**config.mk**
```make
export PLATFORM = sky130hd
export DESIGN_NAME = byte_serial_add_ctrl
export DESIGN_NICKNAME = d
export VERILOG_FILES = /design/src/rtl/alu_seq_pkg.sv /design/src/rtl/byte_add_slice.sv /design/src/rtl/byte_serial_add_ctrl.sv
export SDC_FILE = /design/constraint.sdc
export NUM_CORES = 1
export LEC_CHECK = 0
export BUFFER_PORTS_ARGS = -buffer_cell sky130_fd_sc_hd__buf_4
export CAP_MARGIN = 40
export CORE_MARGIN = 2
export CORE_UTILIZATION = 50
export CTS_CLUSTER_SIZE = 20
export DETAILED_ROUTE_END_ITERATION = 16
export PLACE_DENSITY_LB_ADDON = 0.12
export SETUP_SLACK_MARGIN = 0.1
export SYNTH_ARGS = -nofsm -noshare
export SYNTH_HDL_FRONTEND = slang
export SYNTH_SLANG_ARGS = --single-unit
```
**constraint.sdc**
```tcl
create_clock -name clock -period 6.15 [get_ports clock]
set_clock_uncertainty 0.1 [all_clocks]
set_input_delay 0.615 -clock clock [delete_from_list [all_inputs] [get_ports clock]]
set_output_delay 0.615 -clock clock [all_outputs]
set_load 0.01 [all_outputs]
```
**src/rtl/alu_seq_pkg.sv**
```systemverilog
// alu_seq_pkg
// Shared definitions for the multi-cycle ALU sequencers: the controller
// FSM state encoding, the slice width, and a helper that derives the number
// of byte iterations from an operand width.
package alu_seq_pkg;

  localparam int BYTE_W = 8;

  typedef enum logic [1:0] {
    IDLE = 2'd0,
    RUN  = 2'd1,
    DONE = 2'd2
  } seq_state_e;

  // Number of byte slices needed to cover an operand of the given width.
  function automatic int nbytes_f(input int width);
    return width / BYTE_W;
  endfunction

endpackage

```
**src/rtl/byte_add_slice.sv**
```systemverilog
// byte_add_slice
// Purely combinational 8-bit adder slice. Produces the byte sum for a given
// carry-in together with the group propagate/generate terms, so the caller
// can form the slice carry-out as g | (p & cin) without waiting on the sum.
//
// Ports:
//   a, b  : input  [BYTE_W-1:0]  operand bytes (b already inverted for subtract)
//   cin   : input                carry into bit 0
//   sum   : output [BYTE_W-1:0]  a + b + cin (low 8 bits)
//   p     : output               group propagate (all bits propagate)
//   g     : output               group generate (carry out independent of cin)
module byte_add_slice
  import alu_seq_pkg::*;
(
  input  logic [BYTE_W-1:0] a,
  input  logic [BYTE_W-1:0] b,
  input  logic              cin,
  output logic [BYTE_W-1:0] sum,
  output logic              p,
  output logic              g
);

  logic [BYTE_W-1:0] bit_g;
  logic [BYTE_W-1:0] bit_p;
  logic [BYTE_W-1:0] carry;
  logic              group_g;

  // Group generate is the carry out of the byte assuming cin = 0; the
  // per-bit carries for the sum do include cin.
  always_comb begin
    bit_g    = a & b;
    bit_p    = a ^ b;
    carry    = '0;
    carry[0] = cin;
    for (int i = 1; i < BYTE_W; i++) begin
      carry[i] = bit_g[i-1] | (bit_p[i-1] & carry[i-1]);
    end
    group_g = 1'b0;
    for (int i = 0; i < BYTE_W; i++) begin
      group_g = bit_g[i] | (bit_p[i] & group_g);
    end
    sum = bit_p ^ carry;
    p   = &bit_p;
    g   = group_g;
  end

endmodule

```
**src/rtl/byte_serial_add_ctrl.sv**
```systemverilog
// byte_serial_add_ctrl
// Low-area WIDTH-bit add/subtract unit. One 8-bit slice is reused over the
// operand bytes, least-significant first, with the carry registered between
// iterations. Operations arrive and results leave over valid/ready handshakes.
//
// Ports:
//   clock      : input               rising-edge clock
//   reset_n    : input               asynchronous active-low reset
//   in_valid   : input               operation request
//   in_ready   : output              controller idle and able to accept
//   op_a       : input  [WIDTH-1:0]  operand A
//   op_b       : input  [WIDTH-1:0]  operand B
//   op_sub     : input               1 = A - B, 0 = A + B
//   out_valid  : output              result available
//   out_ready  : input               consumer accepts result
//   result     : output [WIDTH-1:0]  sum / difference
//   carry_out  : output              carry out of MSB (subtract: 1 = no borrow)
//   overflow   : output              signed overflow
//   busy       : output              FSM not idle
//
// Build option:
//   BYTE_SERIAL_SAT_EN  when defined, a signed overflow clamps the result to
//                       the most positive / most negative value according to
//                       the sign of operand A. Otherwise the result wraps.
module byte_serial_add_ctrl
  import alu_seq_pkg::*;
#(
  parameter int WIDTH = 32
) (
  input  logic             clock,
  input  logic             reset_n,
  input  logic             in_valid,
  output logic             in_ready,
  input  logic [WIDTH-1:0] op_a,
  input  logic [WIDTH-1:0] op_b,
  input  logic             op_sub,
  output logic             out_valid,
  input  logic             out_ready,
  output logic [WIDTH-1:0] result,
  output logic             carry_out,
  output logic             overflow,
  output logic             busy
);

  localparam int NBYTES = nbytes_f(WIDTH);
  localparam int IDX_W  = (NBYTES > 1) ? $clog2(NBYTES) : 1;
  localparam logic [IDX_W-1:0] LAST_IDX = IDX_W'(NBYTES - 1);

  generate
    if (WIDTH < BYTE_W || (WIDTH % BYTE_W) != 0) begin : g_bad_width
      $error("byte_serial_add_ctrl: WIDTH must be a non-zero multiple of 8");
    end
  endgenerate

  seq_state_e       state_q, state_d;
  logic [IDX_W-1:0] idx_q, idx_d;
  logic             carry_q, carry_d;
  logic [WIDTH-1:0] a_q, a_d;
  logic [WIDTH-1:0] b_q, b_d;
  logic [WIDTH-1:0] result_q, result_d;
  logic             carry_out_q, carry_out_d;
  logic             overflow_q, overflow_d;

  logic [BYTE_W-1:0] a_byte;
  logic [BYTE_W-1:0] b_byte;
  logic [BYTE_W-1:0] sum_byte;
  logic              slice_p;
  logic              slice_g;
  logic              slice_cout;
  logic              msb_cin;

  always_comb begin
    a_byte = '0;
    b_byte = '0;
    for (int i = 0; i < NBYTES; i++) begin
      if (idx_q == IDX_W'(i)) begin
        a_byte = a_q[i*BYTE_W +: BYTE_W];
        b_byte = b_q[i*BYTE_W +: BYTE_W];
      end
    end
  end

  byte_add_slice u_slice (
    .a   (a_byte),
    .b   (b_byte),
    .cin (carry_q),
    .sum (sum_byte),
    .p   (slice_p),
    .g   (slice_g)
  );

  // The carry into the top bit of the byte is recovered from the sum bit:
  // sum[7] = a[7] ^ b[7] ^ c7, so c7 = sum[7] ^ a[7] ^ b[7].
  assign slice_cout = slice_g | (slice_p & carry_q);
  assign msb_cin    = sum_byte[BYTE_W-1] ^ a_byte[BYTE_W-1] ^ b_byte[BYTE_W-1];

  always_comb begin
    state_d     = state_q;
    idx_d       = idx_q;
    carry_d     = carry_q;
    a_d         = a_q;
    b_d         = b_q;
    result_d    = result_q;
    carry_out_d = carry_out_q;
    overflow_d  = overflow_q;

    case (state_q)
      IDLE: begin
        if (in_valid && in_ready) begin
          // Subtract is A + ~B + 1: invert B here and seed the carry with 1.
          a_d     = op_a;
          b_d     = op_sub ? ~op_b : op_b;
          carry_d = op_sub;
          idx_d   = '0;
          state_d = RUN;
        end
      end

      RUN: begin
        for (int i = 0; i < NBYTES; i++) begin
          if (idx_q == IDX_W'(i)) begin
            result_d[i*BYTE_W +: BYTE_W] = sum_byte;
          end
        end
        carry_d = slice_cout;
        if (idx_q == LAST_IDX) begin
          carry_out_d = slice_cout;
          overflow_d  = msb_cin ^ slice_cout;
`ifdef BYTE_SERIAL_SAT_EN
          if ((msb_cin ^ slice_cout) == 1'b1) begin
            result_d = a_q[WIDTH-1] ? {1'b1, {(WIDTH-1){1'b0}}}
                                    : {1'b0, {(WIDTH-1){1'b1}}};
          end
`endif
          state_d = DONE;
        end else begin
          idx_d = idx_q + IDX_W'(1);
        end
      end

      DONE: begin
        if (out_ready) begin
          state_d = IDLE;
        end
      end

      default: begin
        state_d = IDLE;
      end
    endcase
  end

  always_ff @(posedge clock or negedge reset_n) begin
    if (!reset_n) begin
      state_q     <= IDLE;
      idx_q       <= '0;
      carry_q     <= 1'b0;
      a_q         <= '0;
      b_q         <= '0;
      result_q    <= '0;
      carry_out_q <= 1'b0;
      overflow_q  <= 1'b0;
    end else begin
      state_q     <= state_d;
      idx_q       <= idx_d;
      carry_q     <= carry_d;
      a_q         <= a_d;
      b_q         <= b_d;
      result_q    <= result_d;
      carry_out_q <= carry_out_d;
      overflow_q  <= overflow_d;
    end
  end

  assign in_ready  = (state_q == IDLE);
  assign out_valid = (state_q == DONE);
  assign busy      = (state_q != IDLE);
  assign result    = result_q;
  assign carry_out = carry_out_q;
  assign overflow  = overflow_q;

endmodule

```
==> results of run 1 <==
kinds of logic (layout without fill, tap and decap cells):
group                      Yosys count  count (layout)  share of synthesized area, %
AOI/OAI and AO/OA                  119             119                          12.1
xor gates and xnor gates            35              35                          6.10
adders and majority gates           19              19                          5.51
buffers and inverters               49             143                          5.94
DFF                                103             103                          48.9
muxes                               45              45                          11.7
and+or+nand+nor                    123             123                          9.79
Yosys cell counts, types with 5 or more instances:
library cell  count  area share, %
nand3b_1          8            1.1
mux2_4           29            8.3
buf_2             9           0.86
fa_1              7            2.7
nand2_1          54            3.8
nor2_1           53            3.8
xnor2_1          32            5.3
inv_1            16            1.1
dfrtp_1         103             49
clkbuf_1          8           0.57
mux2_2           15            3.2
o21ai_0          35            3.3
a21oi_1          69            6.6
buf_6             5            1.1
ha_1             12            2.9
power breakdown:
| part | internal, W | switching [W] | leakage [nW] | total [W] |
|---|---|---|---|---|
| combinational | 0.00103 | 0.00113 | 1.59 | 0.00216 |
| clock | 0.000178 | 0.000250 | 0.0975 | 0.000428 |
| sequential | 0.00102 | 0.000214 | 1.22 | 0.00123 |
through the flow:
stage	total power (W)	util (%)	hold slack, ns
final	0.00383	60.5	0.161
after floorplan	0.00278	-	0.219
after CTS	0.00385	60.5	0.178
after detailed placement	0.00342	58.6	0.371
after global placement	0.00335	58.4	0.363
after global routing	0.00416	60.5	0.207
registers in the layout (all words and copies together), names as in the netlist:
name	flops
carry_out	1
overflow	1
result	32
b_q	32
state_q	2
idx_q	2
carry_q	1
a_q	32
per-layer routing:
metal  routed length, um  GRT usage, %  up-vias
met5                   0             0        -
met4                 192          7.05        0
met3                 454          2.31       15
met2                5030          31.2       92
met1                5200          29.1     1741
li1                    -             -     1828
worst max-delay path by stage:
stage	start	slack (ns)	end	depth (start not counted)
4_1_cts	idx_q[0]	1.03	overflow	19
3_3_place_gp	idx_q[1]	1.07	overflow	17
2_1_floorplan	idx_q[1]	1.52	overflow	19
6_report	idx_q[0]	1.02	overflow	19
5_1_grt	idx_q[0]	0.67	overflow	19
3_5_place_dp	idx_q[0]	1.04	overflow	19
layout make-up:
cell class | count | area share [%]
tap | 136 | 2.73
multi-input combinational | 341 | 38.2
sequential | 103 | 41.4
clock buffer | 11 | 2.43
clock inverter | 5 | 0.784
inverter | 17 | 1.03
timing repair buffer | 110 | 13.4
worst reg2reg max path, delay by kind of cell (launching register included):
family	cells	cell delay [ns]
AO/OA/AOI/OAI	4	0.58
XOR/XNOR	2	0.70
adder cells (fa/ha/maj)	8	2.77
buffers and inverters	2	0.18
flip-flops	1	0.43
AND/OR/NAND/NOR	3	0.31
==> metrics, run 1 <==
Post-Synthesis Cell Area=5270 um2; crit path launch type=flip-flop; Vias/cell=5.08; commonest non-fill, non-tap cell in the layout=buf_4; Net Count, Synth=581; CTS tree=built; reg2reg path depth=19; placed cell count=707; CTS root buffer=clkbuf_8; CP most frequent cell=fa_1; CP max-delay cell=ha_1; grt ovf=0; Seq cells post-synth=103; family with the most delay on the worst path=adder cells; die footprint=11400 um2; crit-path max FO=17; Starting Density=51.3%; number of synthesized flops with an enable pin=0; hold crit path type=in -> async; sequential-to-total area share from yosys stat=48.9%; Skew-Pair Late Insertion Delay=0.37 ns; GRT Total Usage=20.0%; wire length per cell=15.1 um; Netlist cell types=37; leakage=2.90 nW; maximum clock frequency=0.195 GHz; filler instances=918; # IOs=106; setup violators final=0; post-CTS resize count=0; area grow syn2layout=18.1%; setup_tns=0 ns; CP Class=reg -> reg; layout cell share with drive strength beyond 1=29.6%; Mapped Avg Cell Area=10.7 um2; largest net degree at the start of global routing=54; ant diodes=0; most frequent cells in the layout=buf_4, dfrtp_1, a21oi_1, nand2_1, nor2_1; Reg clk slew, reported paths=0.11 ns; final net count=670; Worst EP required=6.34 ns; DRT Pass-1 Iters=4; DR DRC count=0; Yosys warnings=0; 1st-iter DRT viols=147; hold buffers post-CTS=0; CTS H-tree depth=3; fraction of registers with async set/reset=100%; Finished Layout Cells=723; WP buf/inv=2; final hold violation count=0; total core area=10300 um2; first-pass GRT wire length=17800 um; endpoint type of the worst setup path=flip-flop; Reg2Reg Setup Slack=1.02 ns; top_reg_cell synth=dfrtp_1; die height=107 um; Final Max Slew Viols=0; r2r startpoint=idx_q[0]; worst r2r dst=overflow; CP max stage delay=0.56 ns; # Post-CTS Setup Buffers=0; register area=2580 um2; Multi-input gate area=2380 um2; Die W=107 um; count of buffers from port buffering=105; setup slack after placement=1.04 ns; RSZ-0062 raised after global routing=false; Power Dens Cells=615 nW/um2; vias in the first global route=3633; initial antenna violation count=0; status=complete, no violations; clock sinks=103; Max-slew headroom=53.5%; GP Congestion=0.832; CP arrival=5.32 ns; Slew @ Worst Pin=0.697 ns; worst-path cell chain=inv_1 -> ha_1 -> nand2_1 -> nor2_1 -> a21oi_1 -> nor2_1 -> a21oi_1 -> o21ai_0 -> fa_1 -> fa_1 -> fa_1 -> inv_1 -> fa_1 -> fa_1 -> fa_1 -> fa_1 -> xor2_1 -> xor3_1 -> o21ai_1; Final Cell Area=6220 um2; Routed WL=10900 um; Final WS setup=1.02 ns; Max IR drop VDD=0.320 mV; max_cap viols=0; Final min period=5.13 ns; FP Rows=37; hpwl dp=7950 um; final worst path period share=83.4%; placed cell area=6020 um2; Max clock buf depth=2; synthesized netlist cell count=493; post-route ant nets=0; via count=3676; number of CTS-inserted buffers=9
Note: power is estimated with default switching activity, not from simulation.
==> run 2: changes to the inputs <==
==> constraint.sdc (replaced) <==
create_clock -name clock -period 4.2 [get_ports clock]
set_clock_uncertainty 0.1 [all_clocks]
set_input_delay 0.42 -clock clock [delete_from_list [all_inputs] [get_ports clock]]
set_output_delay 0.42 -clock clock [all_outputs]
set_load 0.01 [all_outputs]
==> run 2 against run 1 <==
Sequential cell count did not move. Sequential share of layout area fell by 1.7 points. Total power is 58% higher. Critical path depth fell by 1. Global-route usage is 1.3 points higher. First-iteration DRC count fell by 2.7%. Utilization is 2.6 points higher.
==> metrics, run 2 (synthesis gave the netlist of run 1 again) <==
Psw=0.00253 W (+58%); layout cell share with drive strength beyond 1=36.0% (+6.4 points); placed cell area=6160 um2 (+2.2%); clock network fraction of design power=9.8% (-1.4 points); Skew-Pair Late Insertion Delay=0.38 ns (about the same); max_cap viols=0 (unchanged); via count=3819 (+3.9%); crit-path max FO=7 (-10); final net count=691 (+3.1%); hpwl dp=8470 um (+6.5%); filler instances=883 (-3.8%); number of CTS-inserted buffers=9 (unchanged); CP Class=reg -> reg; combinational share of power=60.2% (+3.6 points); grt ovf=0 (unchanged); hold crit path type=in -> reg; Starting Density=51.3% (unchanged); # IOs=106 (unchanged); initial antenna violation count=0 (unchanged); Worst EP required=4.39 ns (-1.95 ns); Routed WL=11600 um (+6.1%); Power Dens Cells=932 nW/um2 (+52%); CP max-delay cell=dfrtp_1; maximum clock frequency=0.243 GHz (+24%); Max IR drop VDD=0.452 mV (+41%); die footprint=11400 um2 (unchanged); count of buffers from port buffering=105 (unchanged); 1st-iter DRT viols=143 (-2.7%); area grow syn2layout=23.2%; wire length per cell=15.5 um (+3.1%); final hold violation count=0 (unchanged); CTS tree=built; CTS H-tree depth=3 (unchanged); Sw Ratio=41.8% (+0.094 points); Slew @ Worst Pin=0.616 ns (-0.0816 ns); worst-path cell chain=buf_6 -> ha_4 -> nor2_2 -> a21oi_1 -> nor2_1 -> a21oi_2 -> o21ai_2 -> fa_2 -> fa_2 -> fa_2 -> inv_2 -> fa_2 -> fa_2 -> fa_2 -> fa_2 -> xor2_2 -> xor3_1 -> o21ai_2; leakage=3.02 nW (+4.1%); clock sinks=103 (unchanged); Final Cell Area=6490 um2 (+4.3%); CP arrival=4.31 ns (-1.01 ns); commonest non-fill, non-tap cell in the layout=buf_4; Vias/cell=5.13 (+0.96%); DRT Pass-1 Iters=4 (unchanged); Final min period=4.12 ns (-1.01 ns); final worst path period share=98.1% (+15 points); family with the most delay on the worst path=adder cells; WHS=0.142 ns (-0.0187 ns); post-route ant nets=0 (unchanged); Final Max Slew Viols=0 (unchanged); GP Congestion=0.814 (-2.2%); CP max stage delay=0.43 ns (-0.13 ns); CP most frequent cell=fa_2; RSZ-0062 raised after global routing=true; Seq pwr share=30.0% (-2.3 points); most frequent cells in the layout=buf_4, dfrtp_1, a21oi_1, nand2_1, nor2_1; Reg clk slew, reported paths=0.11 ns (about the same); GRT Total Usage=21.3% (+1.3 points); FP Rows=37 (unchanged); setup violators final=0 (unchanged); crit path launch type=flip-flop; ant diodes=0 (unchanged); WP buf/inv=2 (unchanged); total core area=10300 um2 (unchanged); CTS root buffer=clkbuf_8; Max-slew headroom=58.8% (+5.3 points); largest net degree at the start of global routing=62 (+15%); DR DRC count=0 (unchanged); die height=107 um (unchanged); vias in the first global route=3831 (+5.5%); Die W=107 um (unchanged); status=complete, no violations; first-pass GRT wire length=18900 um (+6.1%); internal power=0.00352 W (+58%); endpoint type of the worst setup path=flip-flop; Max clock buf depth=2 (unchanged)
-- run 2: cell types whose count changed in the layout (fill, tap and decap cells not counted), moves of 3 or more --
| cell | before | now |
|---|---|---|
| buf_4 | 109 | 127 |
| o21ai_0 | 35 | 25 |
| fa_1 | 7 | 0 |
| fa_2 | 0 | 7 |
| o21ai_2 | 0 | 7 |
| ha_1 | 12 | 9 |
| inv_1 | 16 | 13 |
| inv_2 | 1 | 4 |
| o21ai_1 | 2 | 5 |
-- run 2: power by group through the flow --
| stage | registers [W] | clock network (W) | logic, W |
|---|---|---|---|
| 3_3_place_gp | 0.00182 | 0 | 0.00324 |
| 3_5_place_dp | 0.00183 | 0 | 0.00337 |
| 2_1_floorplan | 0.00179 | 0 | 0.00234 |
| 6_report | 0.00182 | 0.000590 | 0.00364 |
| 4_1_cts | 0.00182 | 0.000602 | 0.00351 |
| 5_1_grt | 0.00187 | 0.000649 | 0.00402 |
-- run 2: cell type report --
type                    instances  area (um2)  share of cell area, %
well taps                     136         170                   2.62
clock buffers                  10         128                   1.97
flip-flops and latches        103        2580                   39.7
inverters                      17        63.8                  0.983
clock inverters                 6        51.3                  0.790
repair buffers                131        1030                   15.9
multi-input cells             341        2470                   38.1
-- run 2: path summary, 6_finish.rpt --
check | endpoint | slack [ns] | startpoint | cells after the start
max in group asynchronous | b_q[26] | 2.91 | reset_n | 3
min in group asynchronous | a_q[4] | 0.38 | reset_n | 2
worst max register to register | overflow | 0.08 | idx_q[0] | 18
worst min register to register | result[5] | 0.39 | result[5] | 2
worst min-delay path | a_q[23] | 0.14 | op_a[23] | 3
worst max-delay path | overflow | 0.08 | idx_q[0] | 18
-- run 2: through the flow --
step	TNS (ns)	setup WS [ns]	utilization [%]	cells	power [W]
2_1_floorplan	-0.0183	-0.0183	-	493	0.00413
3_3_place_gp	0	0.0523	59.4	716	0.00507
3_5_place_dp	-0.239	-0.111	59.9	718	0.00520
4_1_cts	0	0.0635	62.5	740	0.00593
5_1_grt	-0.0908	-0.0908	63.1	744	0.00654
6_report	0	0.0785	63.1	744	0.00605
-- run 2: repair_timing --
item                                    in CTS  in global routing
endpoints found under the setup margin       9                  9
hold buffers                                 1                  0
pin swaps                                   10                 13
gates resized for setup                     14                 16
setup buffers                                5                  5
hold endpoints to repair                    25                  0
-- run 2: metal layers --
layer | vias up | track usage [%] | part of all wire [%]
met1 | 1836 | 28.9 | 45
met3 | 22 | 3.34 | 4.1
li1 | 1867 | - | -
met5 | - | 0 | 0
met4 | 0 | 8.53 | 2.5
met2 | 94 | 34.3 | 48
-- run 2: worst register-to-register path, cell delays in order (launching register included) --
cell and delay [ns]:
dfrtp_1 0.43, buf_6 0.13, ha_4 0.18, nor2_2 0.11, a21oi_1 0.04, nor2_1 0.14, a21oi_2 0.05, o21ai_2 0.18
fa_2 0.24, fa_2 0.21, fa_2 0.20, inv_2 0.04, fa_2 0.34, fa_2 0.35, fa_2 0.37, fa_2 0.38
xor2_2 0.15, xor3_1 0.26, o21ai_2 0.14
